### src/rtl/interrupt_sequencer_if.sv
// -----------------------------------------------------------------------------
// interrupt_sequencer_if
// Groups the signals between the instruction decoder/core and the interrupt
// entry sequencer.
//   master : core side -- drives the INTCON/PIR1/PIE1 register values, the
//            decoder strobes (instr_boundary, retfie_done) and pc_in; observes
//            the sequencer commands.
//   slave  : sequencer side -- the mirror image.
// Signals:
//   intcon[7:0]          INTCON value (GIE,PEIE,T0IE,INTE,RBIE,T0IF,INTF,RBIF)
//   pir1[7:0]/pie1[7:0]  peripheral interrupt flags / enables
//   instr_boundary       high for the final clock (Q4) of each instruction
//   pc_in[12:0]          address of the next instruction to execute
//   retfie_done          strobe at the boundary of a RETFIE
//   force_nop            decoder flush / inject-NOP request
//   stack_push_en        one-clock hardware-stack push strobe
//   stack_push_data      return address to push
//   pc_vector_en         one-clock strobe to load vector_addr into the PC
//   vector_addr          constant interrupt vector address
//   gie_clr_en/gie_set_en one-clock strobes to clear / set INTCON.GIE
//   busy                 sequencer is not idle
// -----------------------------------------------------------------------------
interface interrupt_sequencer_if;
  logic [7:0]  intcon;
  logic [7:0]  pir1;
  logic [7:0]  pie1;
  logic        instr_boundary;
  logic [12:0] pc_in;
  logic        retfie_done;

  logic        force_nop;
  logic        stack_push_en;
  logic [12:0] stack_push_data;
  logic        pc_vector_en;
  logic [12:0] vector_addr;
  logic        gie_clr_en;
  logic        gie_set_en;
  logic        busy;

  modport master (
    output intcon, pir1, pie1, instr_boundary, pc_in, retfie_done,
    input  force_nop, stack_push_en, stack_push_data, pc_vector_en,
           vector_addr, gie_clr_en, gie_set_en, busy
  );

  modport slave (
    input  intcon, pir1, pie1, instr_boundary, pc_in, retfie_done,
    output force_nop, stack_push_en, stack_push_data, pc_vector_en,
           vector_addr, gie_clr_en, gie_set_en, busy
  );
endinterface

### src/rtl/interrupt_sequencer.sv
// -----------------------------------------------------------------------------
// interrupt_sequencer
// PIC-style interrupt entry sequencer. A registered interrupt condition arms
// the sequencer; at the next instruction boundary the return address is
// captured, the decoder is held on NOPs for one instruction cycle
// (NOP_CYCLES clocks), and then a single clock pushes the return address,
// vectors the PC and clears GIE. RETFIE re-enables GIE one clock later.
// Ports:
//   clk  : core clock, rising edge
//   rst  : asynchronous active-low reset
//   bus  : interrupt_sequencer_if.slave (see interface header)
// Parameters:
//   VECTOR_ADDR : PC value loaded on interrupt entry
//   NOP_CYCLES  : clocks of forced NOP before vectoring (1..8, 3-bit counter)
// -----------------------------------------------------------------------------
module interrupt_sequencer #(
  parameter logic [12:0] VECTOR_ADDR = 13'h004,
  parameter int          NOP_CYCLES  = 4
) (
  input logic                   clk,
  input logic                   rst,
  interrupt_sequencer_if.slave  bus
);

  typedef enum logic [1:0] {
    IDLE,
    ARMED,
    NOP,
    VECTOR
  } state_e;

  localparam logic [2:0] NOP_LOAD = 3'(NOP_CYCLES - 1);

  state_e      state_q, state_d;
  logic        irq_q;
  logic [2:0]  cnt_q, cnt_d;
  logic [12:0] push_data_q, push_data_d;
  logic        force_nop_q, force_nop_d;
  logic        vector_q, vector_d;
  logic        gie_set_q, gie_set_d;
  logic        irq_cond;

  // INTCON bit map: 7 GIE, 6 PEIE, 5 T0IE, 4 INTE, 3 RBIE, 2 T0IF, 1 INTF, 0 RBIF
  assign irq_cond = bus.intcon[7] &
                    ((bus.intcon[5] & bus.intcon[2]) |
                     (bus.intcon[4] & bus.intcon[1]) |
                     (bus.intcon[3] & bus.intcon[0]) |
                     (bus.intcon[6] & (|(bus.pir1 & bus.pie1))));

  // NOTE: every signal assigned in this block gets a default first, so no
  // path through the case statement can leave a value unassigned and infer a latch.
  always_comb begin
    state_d     = state_q;
    cnt_d       = cnt_q;
    push_data_d = push_data_q;

    unique case (state_q)
      IDLE: begin
        // A boundary seen here is deliberately ignored; entry waits for the
        // first boundary after the sequencer is armed.
        if (irq_q) state_d = ARMED;
      end
      ARMED: begin
        if (!irq_q) begin
          state_d = IDLE;
        end else if (bus.instr_boundary) begin
          state_d     = NOP;
          cnt_d       = NOP_LOAD;
          push_data_d = bus.pc_in;
        end
      end
      NOP: begin
        // Uninterruptible: only the counter decides when to leave.
        if (cnt_q == 3'd0) state_d = VECTOR;
        else               cnt_d   = cnt_q - 3'd1;
      end
      VECTOR: begin
        state_d = IDLE;
      end
      default: state_d = IDLE;
    endcase

    // Outputs are registered copies of what the next state implies, so they
    // line up exactly with the clocks spent in NOP/VECTOR.
    force_nop_d = (state_d == NOP) || (state_d == VECTOR);
    vector_d    = (state_d == VECTOR);
    gie_set_d   = bus.retfie_done && ((state_q == IDLE) || (state_q == ARMED));
  end

  // NOTE: sequential state uses non-blocking assignments so every register
  // samples the pre-edge values, independent of statement order.
  always_ff @(posedge clk or negedge rst) begin
    if (!rst) begin
      state_q     <= IDLE;
      irq_q       <= 1'b0;
      cnt_q       <= 3'd0;
      push_data_q <= 13'd0;
      force_nop_q <= 1'b0;
      vector_q    <= 1'b0;
      gie_set_q   <= 1'b0;
    end else begin
      state_q     <= state_d;
      irq_q       <= irq_cond;
      cnt_q       <= cnt_d;
      push_data_q <= push_data_d;
      force_nop_q <= force_nop_d;
      vector_q    <= vector_d;
      gie_set_q   <= gie_set_d;
    end
  end

  // Push, vector and GIE-clear always happen together in the VECTOR clock.
  assign bus.force_nop       = force_nop_q;
  assign bus.stack_push_en   = vector_q;
  assign bus.pc_vector_en    = vector_q;
  assign bus.gie_clr_en      = vector_q;
  assign bus.stack_push_data = push_data_q;
  assign bus.gie_set_en      = gie_set_q;
  assign bus.vector_addr     = VECTOR_ADDR;
  assign bus.busy            = (state_q != IDLE);

endmodule
### src/flat_wrapper.sv
// flat-port wrapper written by rule: the top's interface ports become plain ports
module interrupt_sequencer_flat 
#(
  parameter logic [12:0] VECTOR_ADDR = 13'h004,
  parameter int          NOP_CYCLES  = 4
)
  (clk, rst, bus_intcon, bus_pir1, bus_pie1, bus_instr_boundary, bus_pc_in, bus_retfie_done, bus_force_nop, bus_stack_push_en, bus_stack_push_data, bus_pc_vector_en, bus_vector_addr, bus_gie_clr_en, bus_gie_set_en, bus_busy);
  interrupt_sequencer_if bus_i ();
  input logic clk;
  input logic rst;
  input wire logic [$bits(bus_i.intcon)-1:0] bus_intcon;
  input wire logic [$bits(bus_i.pir1)-1:0] bus_pir1;
  input wire logic [$bits(bus_i.pie1)-1:0] bus_pie1;
  input wire logic [$bits(bus_i.instr_boundary)-1:0] bus_instr_boundary;
  input wire logic [$bits(bus_i.pc_in)-1:0] bus_pc_in;
  input wire logic [$bits(bus_i.retfie_done)-1:0] bus_retfie_done;
  output wire logic [$bits(bus_i.force_nop)-1:0] bus_force_nop;
  output wire logic [$bits(bus_i.stack_push_en)-1:0] bus_stack_push_en;
  output wire logic [$bits(bus_i.stack_push_data)-1:0] bus_stack_push_data;
  output wire logic [$bits(bus_i.pc_vector_en)-1:0] bus_pc_vector_en;
  output wire logic [$bits(bus_i.vector_addr)-1:0] bus_vector_addr;
  output wire logic [$bits(bus_i.gie_clr_en)-1:0] bus_gie_clr_en;
  output wire logic [$bits(bus_i.gie_set_en)-1:0] bus_gie_set_en;
  output wire logic [$bits(bus_i.busy)-1:0] bus_busy;
  assign bus_i.intcon = bus_intcon;
  assign bus_i.pir1 = bus_pir1;
  assign bus_i.pie1 = bus_pie1;
  assign bus_i.instr_boundary = bus_instr_boundary;
  assign bus_i.pc_in = bus_pc_in;
  assign bus_i.retfie_done = bus_retfie_done;
  assign bus_force_nop = bus_i.force_nop;
  assign bus_stack_push_en = bus_i.stack_push_en;
  assign bus_stack_push_data = bus_i.stack_push_data;
  assign bus_pc_vector_en = bus_i.pc_vector_en;
  assign bus_vector_addr = bus_i.vector_addr;
  assign bus_gie_clr_en = bus_i.gie_clr_en;
  assign bus_gie_set_en = bus_i.gie_set_en;
  assign bus_busy = bus_i.busy;
  interrupt_sequencer #(.VECTOR_ADDR(VECTOR_ADDR), .NOP_CYCLES(NOP_CYCLES)) u_core (.clk(clk), .rst(rst), .bus(bus_i));
endmodule
### config.mk
export PLATFORM = sky130hd
export DESIGN_NAME = interrupt_sequencer_flat
export DESIGN_NICKNAME = d
export VERILOG_FILES = /design/src/rtl/interrupt_sequencer_if.sv /design/src/rtl/interrupt_sequencer.sv /design/src/flat_wrapper.sv
export SDC_FILE = /design/constraint.sdc
export NUM_CORES = 1
export LEC_CHECK = 0
export CORE_ASPECT_RATIO = 1.4
export CORE_MARGIN = 4
export CORE_UTILIZATION = 37
export DETAILED_ROUTE_END_ITERATION = 10
export PLACE_DENSITY = 0.83
export SYNTH_ARGS = -nofsm -noshare
export SYNTH_HDL_FRONTEND = slang
export SYNTH_SLANG_ARGS = --single-unit
### constraint.sdc
create_clock -name clk -period 4.5 [get_ports clk]
set_input_delay 0.9 -clock clk [delete_from_list [all_inputs] [get_ports clk]]
set_output_delay 0.9 -clock clk [all_outputs]
set_load 0.03 [all_outputs]
==> impl_metrics.toml, run 1 <==
[status]
status = "finished clean"

[setup_path]
worst-r2r-cell-count = 7
cp_cell_sequence = "or2_1 > clkdlybuf4s50_1"
crit_required_ns = 3.60
worstSetupEndpointType = "output port"
slowest_stage = "clkdlybuf4s50_1"
crit_buf_inv = 1
critPathMaxFanout = 5
cp.arrival_ns = 1.58
slowest_delay_ns = 0.59
worstSetupStartpoint = "u_core.state_q[0]"
cp.depth = 2
critPathKind = "reg -> out"
worst_setup_path_start_kind = "flop"
r2r-start = "u_core.cnt_q[0]"
cp_top_family = "buffers and inverters"

[clocking]
path_clk_slew_ns = 0.10
h-tree-depth = 1
postCtsHoldBufs = 0
cts_tree = "yes"
postCtsSetupBuffers = 0
clock_path_buffers = 2
cts.sinks = 22
cts.repair.resized = 0
numCtsBuffers = 3
insertion_delay_ns = 0.29
root_buffer = "clkbuf_4"

[synth]
synthTopCellsByArea = "dfrtp_1, mux2_1, buf_4"
synthesis.area_um2 = 1050
ys_seq_elements = 22
ys_seq_area_share_pct = 52.4
yosysWarningCount = 0
yosys.area.top_type = "dfrtp_1"
postSynthCellCount = 83
synthDistinctLibCells = 22
yosysTopAreaCellShare_pct = 52.4
synth_area_per_cell_um2 = 12.7

[sta]
tightest_slew_ns = 0.940
fmax_mhz = 403
finalMaxSlewViolations = 0
fin_tns_setup_ns = 0
min_period_over_period_pct = 55.1
whs_ns = 0.486
hold_viol = 0
setup_violations = 0
rsz0062_at_grt = "false"
fin_skew_ns = 0.000812
max_slew_margin_pct = 37.1
finalCriticalPeriod_ns = 2.48

[routing]
num_vias = 797
antenna_left = 0
routed_via_density = 4.53
met2_wirelength_um = 1190
drt-initial-drc-count = 7
met3_length_um = 342
wl_um = 2290
top_layer_used = "met4"
met1_length_um = 746
drc = 0
post_drt_wl_per_cell_um = 13.0
drtPass1Iterations = 6

[min_path]
hold_start = "u_core.cnt_q[0]"
hp-class = "reg -> reg"
whs_path_depth = 1

[grt]
grt.total_usage_pct = 12.4
first_global_vias = 788
gr-total-overflow = 0
grt_max_degree = 23
grt_pass1_wl_um = 3460
antenna_found_initial = 0

[floorplanning]
die_h_um = 71.1
core_area_um2 = 2670
die_w_um = 53.0
initial_utilization_pct = 39.4
row_count = 22
ios = 73
dieArea_um2 = 3770

[cells_and_area]
fillers = 221
area_growth_pct = 55.1
final_nets = 185
finish.utilization_pct = 61.1
final_area_um2 = 1630
final_cell_mix = "clkdlybuf4s50_1, dfrtp_1, mux2_1, conb_1, nand2_1"
drive_gt1_share_pct = 5.00
final_common_cell = "clkdlybuf4s50_1"
diodes = 0

[power_and_ir_drop]
max-vdd-ir-drop_v = 0.000282
p_total_uw = 875
power_leakage_uw = 0.000739
p_per_area_nw_per_um2 = 537

[flow_run]
maxCapViolations = 0

[place]
dp_hpwl_um = 1980
port_buffers = 59
placed_cell_area_um2 = 1610
gp_congestion = 0.754
==> metal layers <==
| layer | track usage [%] | vias up |
|---|---|---|
| met5 | 0 | - |
| met1 | 12.4 | 360 |
| met3 | 3.79 | 4 |
| met4 | 4.26 | 0 |
| li1 | - | 371 |
| met2 | 23.2 | 62 |
==> flip-flops by register name (all words and copies together) (netlist names) <==
signal,cells
u_core.bus.gie_set_en,1
u_core.bus.gie_clr_en,1
u_core.bus.force_nop,1
u_core.irq_q,1
u_core.cnt_q,3
u_core.state_q,2
u_core.bus.stack_push_data,13
==> final cells by class <==
type | instances | area, µm² | area share [%]
timing repair buffer | 59 | 591 | 36.2
clock buffer | 3 | 22.5 | 1.38
multi-input combinational | 52 | 407 | 24.9
sequential | 22 | 551 | 33.8
tap | 36 | 45.0 | 2.76
inverter | 4 | 15.0 | 0.921
==> report_power, final <==
part / internal [µW] / leakage (µW) / switching (µW)
clock network: 31.2 / 0.0000138 / 51.9
logic: 216 / 0.000455 / 251
registers: 280 / 0.000270 / 45.5
==> final timing paths <==
check | slack (ns) | end
worst max-delay path | 2.02 | bus_busy
worst min-delay path | 0.49 | u_core.cnt_q[0]
worst max register to register | 2.88 | u_core.cnt_q[2]
worst min register to register | 0.49 | u_core.cnt_q[0]
max in group asynchronous | 2.81 | u_core.bus.stack_push_data[11]
min in group asynchronous | 1.12 | u_core.bus.force_nop
==> stage by stage <==
stage | cells | setup slack [ns]
after floorplan | 94 | 2.84
after global placement | 173 | 2.26
after detailed placement | 173 | 2.21
after CTS | 176 | 2.00
after global routing | 176 | 1.93
final | 176 | 2.02
==> cells by family (layout without fill, tap and decap cells) <==
group,Yosys count,in the layout,synth area share (%)
AND/OR/NAND/NOR,14,14,9.52
buffers and inverters,20,66,12.9
other,2,13,0.715
flip-flops,22,22,52.4
AO/OA/AOI/OAI,10,10,8.21
adder cells (fa/ha/maj),2,2,2.38
multiplexers,13,13,13.9
==> synth_stat cells <==
cell type	n
a222oi_1	1
inv_1	4
nand2_1	5
o2bb2ai_1	1
nand2b_4	1
a21boi_1	1
buf_4	16
and3b_1	1
a22oi_2	1
nand2b_1	1
mux2_1	13
conb_1	2
dfrtp_1	22
a31o_1	1
nor2b_1	1
nand4_1	1
nand4b_4	1
ha_1	2
a22oi_1	4
o21ai_2	1
or2_1	2
nor2_1	1
Power figures use the tool's default switching activity.
==> run 2, diff against run 1 <==
--- a/config.mk
+++ b/config.mk
@@ -7,9 +7,9 @@
 export LEC_CHECK = 0
 export CORE_ASPECT_RATIO = 1.4
 export CORE_MARGIN = 4
-export CORE_UTILIZATION = 37
+export CORE_UTILIZATION = 31
 export DETAILED_ROUTE_END_ITERATION = 10
-export PLACE_DENSITY = 0.83
+export PLACE_DENSITY = 0.74
 export SYNTH_ARGS = -nofsm -noshare
 export SYNTH_HDL_FRONTEND = slang
 export SYNTH_SLANG_ARGS = --single-unit
==> constraint.sdc (replaced) <==
create_clock -name clk -period 2.04 [get_ports clk]
set_input_delay 0.408 -clock clk [delete_from_list [all_inputs] [get_ports clk]]
set_output_delay 0.408 -clock clk [all_outputs]
set_load 0.03 [all_outputs]
==> run 2 against run 1 <==
Effect of this change: wire length rose by 2.1%; worst hold slack got worse by 0.0034 ns; clock power rose to 3.5 times the previous value; sequential cell count did not move; sequential share of layout area fell by 0.88 points; non-clock buffer count rose by 1; largest power group unchanged.
==> impl_metrics.toml, run 2 (synthesis gave the netlist of run 1 again) <==
[clocking]
postCtsHoldBufs = 0
h-tree-depth = 1
cts.repair.resized = 0
cts.sinks = 22
postCtsSetupBuffers = 0
numCtsBuffers = 3
path_clk_slew_ns = 0.07
insertion_delay_ns = 0.25
clock_path_buffers = 2
root_buffer = "clkbuf_8"
cts_tree = "yes"

[place]
port_buffers = 59
dpl.cell_count = 177
pre_cts_ws_ns = 0.234
gp_congestion = 0.686
dp_hpwl_um = 1990

[routing]
antenna_left = 0
post_drt_wl_per_cell_um = 12.9
drtPass1Iterations = 4
wl_um = 2340
num_vias = 810
drc = 0
drt-initial-drc-count = 12
routed_via_density = 4.48

[setup_path]
slowest_delay_ns = 0.59
cp_cell_sequence = "or2_1 > clkdlybuf4s50_1"
critPathMaxFanout = 5
cp.arrival_ns = 1.55
worst_setup_path_start_kind = "flop"
crit_required_ns = 1.63
critPathKind = "reg -> out"
slowest_stage = "clkdlybuf4s50_1"
worstSetupEndpointType = "output port"

[sta]
worst_slack_ns = 0.0855
fin_tns_setup_ns = 0
hold_viol = 0
fin_skew_ns = 0.00483
whs_ns = 0.483
min_period_over_period_pct = 95.8
fmax_mhz = 512
finalMaxSlewViolations = 0
finalCriticalPeriod_ns = 1.95
rsz0062_at_grt = "false"
setup_violations = 0

[grt]
grt_max_degree = 23
gr-total-overflow = 0
grt.total_usage_pct = 10.5
first_global_vias = 862
grt_pass1_wl_um = 3560
antenna_found_initial = 0

[cells_and_area]
final_common_cell = "clkdlybuf4s50_1"
ff_latch_area_um2 = 551
drive_gt1_share_pct = 6.34
area_growth_pct = 59.3
multi_input_area_um2 = 407
instances_no_fill = 181
finish.utilization_pct = 52.6
largest_register_ffs = 13
fillers = 286
final_nets = 186
final_cell_mix = "clkdlybuf4s50_1, dfrtp_1, mux2_1, conb_1, nand2_1"
diodes = 0

[min_path]
hp-class = "reg -> reg"

[floorplanning]
dieArea_um2 = 4400
die_h_um = 76.9
initial_utilization_pct = 33.0
ios = 73
row_count = 24
die_w_um = 57.2
core_area_um2 = 3180

[power_and_ir_drop]
power_leakage_uw = 0.000759
p_per_area_nw_per_um2 = 1230
max-vdd-ir-drop_v = 0.000767

[status]
status = "finished clean"

[flow_run]
maxCapViolations = 0
[run 2: changes by cell type in the layout (fill, tap and decap cells not counted), sizes merged]
| cell | before | now |
|---|---|---|
| buf | 0 | 1 |
| clkbuf | 3 | 4 |
[run 2: final timing paths]
| path | startpoint | to | slack [ns] | cells past startpoint |
|---|---|---|---|---|
| worst min register to register | u_core.cnt_q[0] | u_core.cnt_q[0] | 0.48 | 1 |
| worst max-delay path | u_core.state_q[0] | bus_busy | 0.09 | 2 |
| max in group asynchronous | rst | u_core.state_q[0] | 1.33 | 2 |
| worst max register to register | u_core.cnt_q[0] | u_core.cnt_q[2] | 0.39 | 7 |
| min in group asynchronous | rst | u_core.irq_q | 0.50 | 2 |
| worst min-delay path | u_core.cnt_q[0] | u_core.cnt_q[0] | 0.48 | 1 |
[run 2: through the flow]
step / power, µW / cell area (µm²)
2_1_floorplan: 1330 / 1090
3_3_place_gp: 1740 / 1620
3_5_place_dp: 1780 / 1620
4_1_cts: 2090 / 1670
5_1_grt: 2170 / 1670
6_report: 2060 / 1670
[run 2: critical path, delay by kind of cell (launching register included)]
family / cells / cell delay [ns]
buf+inv: 1 / 0.59
flops: 1 / 0.45
simple gates: 1 / 0.25
[run 2: power by group]
part / internal, µW / switching, µW
logic: 480 / 557
registers: 619 / 109
clock network: 172 / 123
total: 1270 / 789
[run 2: area by class of cell]
type                       count  area share (%)
sequential                    22            32.9
clock buffer                   4            3.29
inverter                       4           0.897
multi-input combinational     52            24.3
timing repair buffer          60            35.7
tap                           39            2.91
[run 2: routing by layer]
layer / vias up / GRT usage (%) / part of all wire (%)
li1: 376 / - / -
met5: - / 0 / 0
met4: 0 / 5.57 / 1.2
met2: 66 / 20.0 / 50
met1: 364 / 9.41 / 35
met3: 4 / 3.19 / 14
